$ cat src/rtl/mux_rr_arbiter.sv
// Round-robin arbiter driving the select lines of a shared 8:1 mux.
// Grants are held until the owner drops its request or HOLD_MAX cycles pass.
module mux_rr_arbiter #(
  parameter int HOLD_MAX = 4
) (
  input  logic       clk,
  input  logic       rst,
  input  logic [7:0] req,
  output logic       S0,
  output logic       S1,
  output logic       S2,
  output logic [7:0] gnt,
  output logic       active
);

  typedef enum logic {IDLE, GRANT} state_t;

  state_t      state, state_n;
  logic [2:0]  ptr, ptr_n;
  logic [2:0]  owner, owner_n;
  logic [3:0]  cnt, cnt_n;
  logic [2:0]  sel, sel_n;
  logic [7:0]  gnt_n;
  logic        active_n;
  logic        found;
  logic [2:0]  pick;
  logic        release_now;

  // Scan from the far end back toward ptr so the last hit is the nearest one.
  always_comb begin
    found = 1'b0;
    pick  = ptr;
    for (int i = 7; i >= 0; i--) begin
      if (req[ptr + 3'(i)]) begin
        found = 1'b1;
        pick  = ptr + 3'(i);
      end
    end
  end

  always_comb begin
    state_n     = state;
    ptr_n       = ptr;
    owner_n     = owner;
    cnt_n       = cnt;
    sel_n       = sel;
    gnt_n       = gnt;
    active_n    = active;
    release_now = (req[owner] == 1'b0) || (cnt == 4'(HOLD_MAX));
    case (state)
      IDLE: begin
        if (found) begin
          state_n  = GRANT;
          owner_n  = pick;
          gnt_n    = 8'b1 << pick;
          sel_n    = pick;
          active_n = 1'b1;
          cnt_n    = 4'd1;
          ptr_n    = pick + 3'd1;
        end
      end
      GRANT: begin
        if (!release_now) begin
          cnt_n = cnt + 4'd1;
        end else if (found) begin
          owner_n  = pick;
          gnt_n    = 8'b1 << pick;
          sel_n    = pick;
          active_n = 1'b1;
          cnt_n    = 4'd1;
          ptr_n    = pick + 3'd1;
        end else begin
          // Select lines keep the last owner so the mux output stays stable.
          state_n  = IDLE;
          gnt_n    = 8'h00;
          active_n = 1'b0;
        end
      end
      default: state_n = IDLE;
    endcase
  end

  always_ff @(posedge clk) begin
    if (rst) begin
      state  <= IDLE;
      ptr    <= 3'd0;
      owner  <= 3'd0;
      cnt    <= 4'd0;
      sel    <= 3'd0;
      gnt    <= 8'h00;
      active <= 1'b0;
    end else begin
      state  <= state_n;
      ptr    <= ptr_n;
      owner  <= owner_n;
      cnt    <= cnt_n;
      sel    <= sel_n;
      gnt    <= gnt_n;
      active <= active_n;
    end
  end

  assign S0 = sel[0];
  assign S1 = sel[1];
  assign S2 = sel[2];

endmodule

$ cat config.mk
export PLATFORM = sky130hd
export DESIGN_NAME = mux_rr_arbiter
export DESIGN_NICKNAME = d
export VERILOG_FILES = /design/src/rtl/mux_rr_arbiter.sv
export SDC_FILE = /design/constraint.sdc
export NUM_CORES = 1
export LEC_CHECK = 0
export ABC_CLOCK_PERIOD_IN_PS = 3300
export CELL_PAD_IN_SITES_DETAIL_PLACEMENT = 0
export CELL_PAD_IN_SITES_GLOBAL_PLACEMENT = 1
export CORE_ASPECT_RATIO = 0.8
export CORE_MARGIN = 4
export CORE_UTILIZATION = 25
export DETAILED_ROUTE_END_ITERATION = 12
export PLACE_DENSITY_LB_ADDON = 0.1
export SLEW_MARGIN = 20
export SYNTH_ARGS = -nofsm -noshare
export SYNTH_HDL_FRONTEND = slang
export SYNTH_SLANG_ARGS = --single-unit
$ cat constraint.sdc
create_clock -name clk -period 3.3 [get_ports clk]
set_clock_uncertainty 0.2 [all_clocks]
set_input_delay 0.66 -clock clk [delete_from_list [all_inputs] [get_ports clk]]
set_output_delay 0.66 -clock clk [all_outputs]
set_load 0.005 [all_outputs]
==> Word level (Yosys, flattened, before mapping) <==
Cells that the tools add are included.
{ "word_totals": {"regBits": 23, "input_bits": 10, "out_inout_bits": 12, "elab_cells": 89} }
{ "op_classes": {"n_addsub": 9, "order_cmp": 9, "n_eq_ne": 3, "n_shift": 1, "muxes": 56, "bitwise": 2, "reduce_logical": 2} }
{ "ops": {"columns": ["op", "n"], "rows": [
  ["3-bit two-way mux", 14],
  ["3-bit by 4-bit less-than comparator with 1-bit output, second input constant", 9],
  ["1-bit binary-select mux with 3-bit select", 9],
  ["8-bit two-way mux", 3],
  ["1-bit two-way mux", 21],
  ["3-bit case mux with 2 select lines", 3],
  ["8-bit case mux with 2 select lines", 1],
  ["3-bit adder, second input constant", 4],
  ["4-bit two-way mux", 2],
  ["4-bit case mux with 2 select lines", 1],
  ["1-bit by 3-bit left shift with 8-bit output, first input constant", 1],
  ["3-bit by 1-bit adder with 3-bit output, second input constant", 2],
  ["3-bit by 2-bit adder with 3-bit output, second input constant", 2],
  ["4-bit by 1-bit adder with 4-bit output, second input constant", 1],
  ["4-bit by 3-bit equality test with 1-bit output, second input constant", 1],
  ["1-bit case mux with 2 select lines", 2],
  ["2-bit by 1-bit inequality test with 1-bit output, second input constant", 1],
  ["2-bit inequality test, second input constant", 1],
  ["1-bit inverter", 2],
  ["2-bit AND reduction", 1],
  ["1-bit logical OR", 1]
]} }

==> Depth between registers and ports, before layout <==
{ "logic_depth": {"depth_word": 15, "mapped_depth": 17, "mapped_depth_nobuf": 12} }

==> Worst setup path before layout <==
No wires, ideal clock.
{ "synth_timing": {"kind": "register to register", "start": "register ptr[0]", "end": "register ptr[2]", "t_arrival_ns": 3.398, "required_time_ns": 3.014, "slack_ns": -0.384, "stages_incl_launch_ff": 17, "period_less_slack_ns": 3.684, "cell_sequence": "dfxtp_1 -> buf_6 -> buf_2 -> buf_6 -> inv_1 -> ha_1 -> buf_2 -> buf_2 -> mux2i_1 -> mux2i_1 -> o221ai_1 -> nor3_1 -> or4_4 -> nor2_1 -> nor2b_1 -> ha_1 -> a211oi_1"} }
{ "synth_via": {"elab_chain_len": 15, "elab_cells_between_ends": 43, "cone_classes": "add/sub: 8; mux: 35"} }
{ "synth_rtl": {"columns": ["element", "line", "text"], "rows": [
  ["start, declared", "19", "logic [2:0] ptr, ptr_n;"],
  ["start signal, assigned", "94", "ptr <= ptr_n;"],
  ["3-bit adder", "34, 36", null],
  ["1-bit binary-select mux with 3-bit select", "34", "if (req[ptr + 3'(i)]) begin"],
  ["1-bit two-way mux (not written as such)", "34", null],
  ["3-bit two-way mux (8 in a row)", "34", null],
  ["3-bit by 1-bit adder with 3-bit output", "59, 71", null],
  ["3-bit two-way mux *", "52, 65", null],
  ["3-bit two-way mux", "63", "if (!release_now) begin"],
  ["3-bit case mux with 2 select lines *", "50", "case (state)"]
]} }
Mark *: on every way between the ends. The rest lies on a longest branch, timed or not. The select of a mux whose other input is x is not followed.
A chain may end at the register's enable or synchronous reset.

==> Worst setup path after layout <==
Ends and elaborated chain as after synthesis.

==> results by group <==
CTS
  • Clock Pin Slew Worst Setup and Hold Paths: 80 ps
  • Root Driver: clkbuf_8
  • Clock Path Buffers: 2
  • Clk_lat worst skew: 260 ps
  • Num CTS Buffers: 3
  • Hold buffer count at CTS: 0
  • CTS tree: built
  • Clock sinks: 20
  • H-Tree Level Count: 1

Final layout
  • Fill count: 695
  • Area grow syn2layout: 45.9%
  • Nets: 278
  • FF/Latch Area: 405 sq um
  • ANT cells: 0
  • Final Util: 37.8%
  • Area used by multi-input combinational logic: 0.00140 sq mm
  • Fraction of layout cells with a size suffix above 1: 37.0%

STA
  • Number of max-slew violations in the final report: 0
  • Actual slew at the worst max-slew pin: 486 ps
  • Final hold vios: 0
  • Worst slew margin: 67.5%
  • Final setup vio count: 0
  • Fmax: 0.316 GHz
  • RSZ-0062 raised after global routing: no
  • Minimum clock period: 3160 ps
  • Period utilization: 95.9%

Placed design
  • Detail Placement HPWL: 4.39 mm
  • Count of input and output buffers: 21
  • Gpl congestion: 0.807

Synthesis
  • Synthesized netlist cell count: 194
  • Yosys top cell area share: 22.2%
  • Number of synthesized register bits: 20
  • Sequential-to-total area share from yosys stat: 22.2%
  • Synth area leaders: dfxtp_1, mux4_2, mux2i_1, nor2_1, mux4_1
  • Synthesized area: 0.00181 sq mm
  • Count leader, synth: nor2_1
  • Yosys warnings: 0
  • Post-synthesis net count: 209
  • Post-synth EDFFs: 0
  • Avg Inst Size Synth: 9.31 sq um
  • Commonest cells in the netlist: nor2_1, dfxtp_1, mux2i_1, nand2_1
  • Synth unique cells: 47
  • Primary FF master, synth: dfxtp_1
  • Yosys top cell by area: dfxtp_1
  • Ys async rst share: 0%

Worst setup path
  • Critical Path Source: ptr[0]
  • Crit end category: flop
  • Worst path top cell family by delay: simple AND/OR/NAND/NOR gates
  • Crit path kind: reg2reg
  • Worst path max stage delay: 540 ps
  • Setup crit start kind: flop
  • WP buf/inv: 2
  • R2r endpoint: ptr[2]
  • Worst path required time: 3280 ps
  • Crit-path slowest cell: or4_4
  • Worst EP arrival: 3150 ps
  • Highest fanout seen on the critical path: 8
  • Worst-case reg-to-reg path depth: 12
  • R2r setup slk: 140 ps
  • Reg-to-reg startpoint: ptr[0]
  • CP cell instances: inv_6, ha_4, buf_6, mux4_2, mux2_4, nand2_2, nor2_1, or4_4, nor2_2, nor2b_1, ha_2, a211oi_2

Route
  • Initial DRC Count: 73
  • Remaining DRCs: 0
  • DRT Wirelength: 5.52 mm
  • WL per Instance: 15.8 um
  • Drt via density: 5.13
  • Routed Antenna Nets: 0
  • Drt first pass iters: 4
  • Routed vias: 1789

Pwr
  • Design Power: 2760 uW
  • LEAKAGE: 0.00105 uW
  • PD cells: 1050 mW/mm^2
  • Worst vdd ir: 356 uV

Hold path
  • WHS Endpoint: gnt[7]
  • Worst Hold Depth: 1
  • Worst hold start: gnt[7]
  • Hold Path Class: reg2reg

Floorplan
  • Initial core utilization: 25.9%
  • FP Rows: 27
  • Top Ports: 22
  • Die area: 0.00865 sq mm
  • Chip Height: 84.0 um
  • Horiz. Die Dim: 103 um
  • Core footprint: 0.00696 sq mm

Global route
  • First-pass GRT wire length: 9.34 mm
  • Tot GR Track Use: 13.3%
  • GRT overflow: 0
  • Vias in the first global route: 1768
  • Pin count of the biggest net entering global routing: 27
  • Initial antenna violation count: 0

Run status
  • Status: finished clean

Flow run
  • Max-cap check violation count: 0
-- worst max path at each step --
stage | end | depth (start not counted) | slack (ps)
final | ptr[2] | 12 | 140
after global routing | ptr[2] | 12 | 50
after CTS | ptr[2] | 9 | 90
after detailed placement | gnt[7] | 10 | -400
after global placement | gnt[7] | 10 | -390
after floorplan | ptr[2] | 13 | -90
-- cells in the final DEF, fill, tap and decap left out, types with 2 or more instances in the layout --
| master | count |
|---|---|
| o21ai_1 | 2 |
| a21oi_1 | 10 |
| mux2i_2 | 4 |
| clkdlybuf4s50_1 | 13 |
| inv_1 | 7 |
| xnor2_1 | 2 |
| dlygate4sd2_1 | 8 |
| nor2b_1 | 2 |
| dfxtp_1 | 18 |
| nand3b_1 | 3 |
| o21a_1 | 3 |
| nor3_2 | 2 |
| nor3_1 | 3 |
| ha_1 | 3 |
| a22oi_1 | 2 |
| nand3_1 | 9 |
| clkbuf_8 | 3 |
| nor2_1 | 23 |
| buf_4 | 50 |
| a22o_1 | 4 |
| mux2i_1 | 16 |
| o21ai_0 | 7 |
| mux4_1 | 2 |
| a32o_1 | 3 |
| mux4_2 | 11 |
| mux2_2 | 5 |
| a211oi_1 | 3 |
| nand2_1 | 12 |
-- layout make-up --
cell class,count,share of cell area (%)
timing repair buffer,73,23.0
inverter,9,1.52
sequential,20,15.4
clock buffer,3,1.57
multi-input combinational,156,53.2
tap,87,4.13
clock inverter,1,1.14
-- metal layers --
metal | track usage, % | up-vias | part of all wire, %
met3 | 2.51 | 2 | 4.2
met2 | 19.7 | 42 | 45
li1 | - | 881 | -
met5 | 0 | - | 0
met1 | 20.4 | 864 | 51
met4 | 1.41 | 0 | 0.24
-- kinds of logic (layout without fill, tap and decap cells) --
group                      after synthesis  after routing  synth area share (%)
adders and majority gates                5              5                  3.47
buffers and inverters                   18             86                  4.92
muxes                                   39             39                  32.3
and+or+nand+nor                         65             65                  17.9
AOI/OAI and AO/OA                       44             44                  16.7
DFF                                     20             20                  22.2
xor gates and xnor gates                 3              3                  2.50
-- through the flow --
step | cell area [sq um] | hold slack (ps) | worst slack [ps] | TNS [ps] | instances
after global routing | 2630 | 292 | 46.4 | 0 | 349
after detailed placement | 2490 | 261 | -396 | -5470 | 342
after global placement | 2490 | 255 | -394 | -5600 | 342
after CTS | 2590 | 281 | 94.1 | 0 | 348
final | 2630 | 276 | 136 | 0 | 349
after floorplan | 1870 | 266 | -89.1 | -89.1 | 194
-- power by group --
part / leakage (uW) / switching [uW] / internal, uW
logic: 0.000847 / 1000 / 1130
clock network: 0.0000357 / 84.2 / 162
registers: 0.000165 / 65.7 / 313
-- registers in the layout, summed over array words and instances (netlist names) --
signal / flops
owner: 3
state: 1
ptr: 3
gnt: 8
active: 1
cnt: 4
-- timing repair --
action / CTS / global route
gates resized for setup: 15 / 8
setup buffers: 2 / 1
endpoints found under the setup margin: 14 / 1
pin swaps: 1 / 1
-- worst register-to-register path, delay by kind of cell, from the launching register on --
family                   cells  cell delay, ps
AO/OA/AOI/OAI                1             210
adder cells (fa/ha/maj)      2             590
buffers and inverters        2             200
flip-flops                   1             390
multiplexers                 2             650
AND/OR/NAND/NOR              5             860
(Power assumes the default switching activity.)
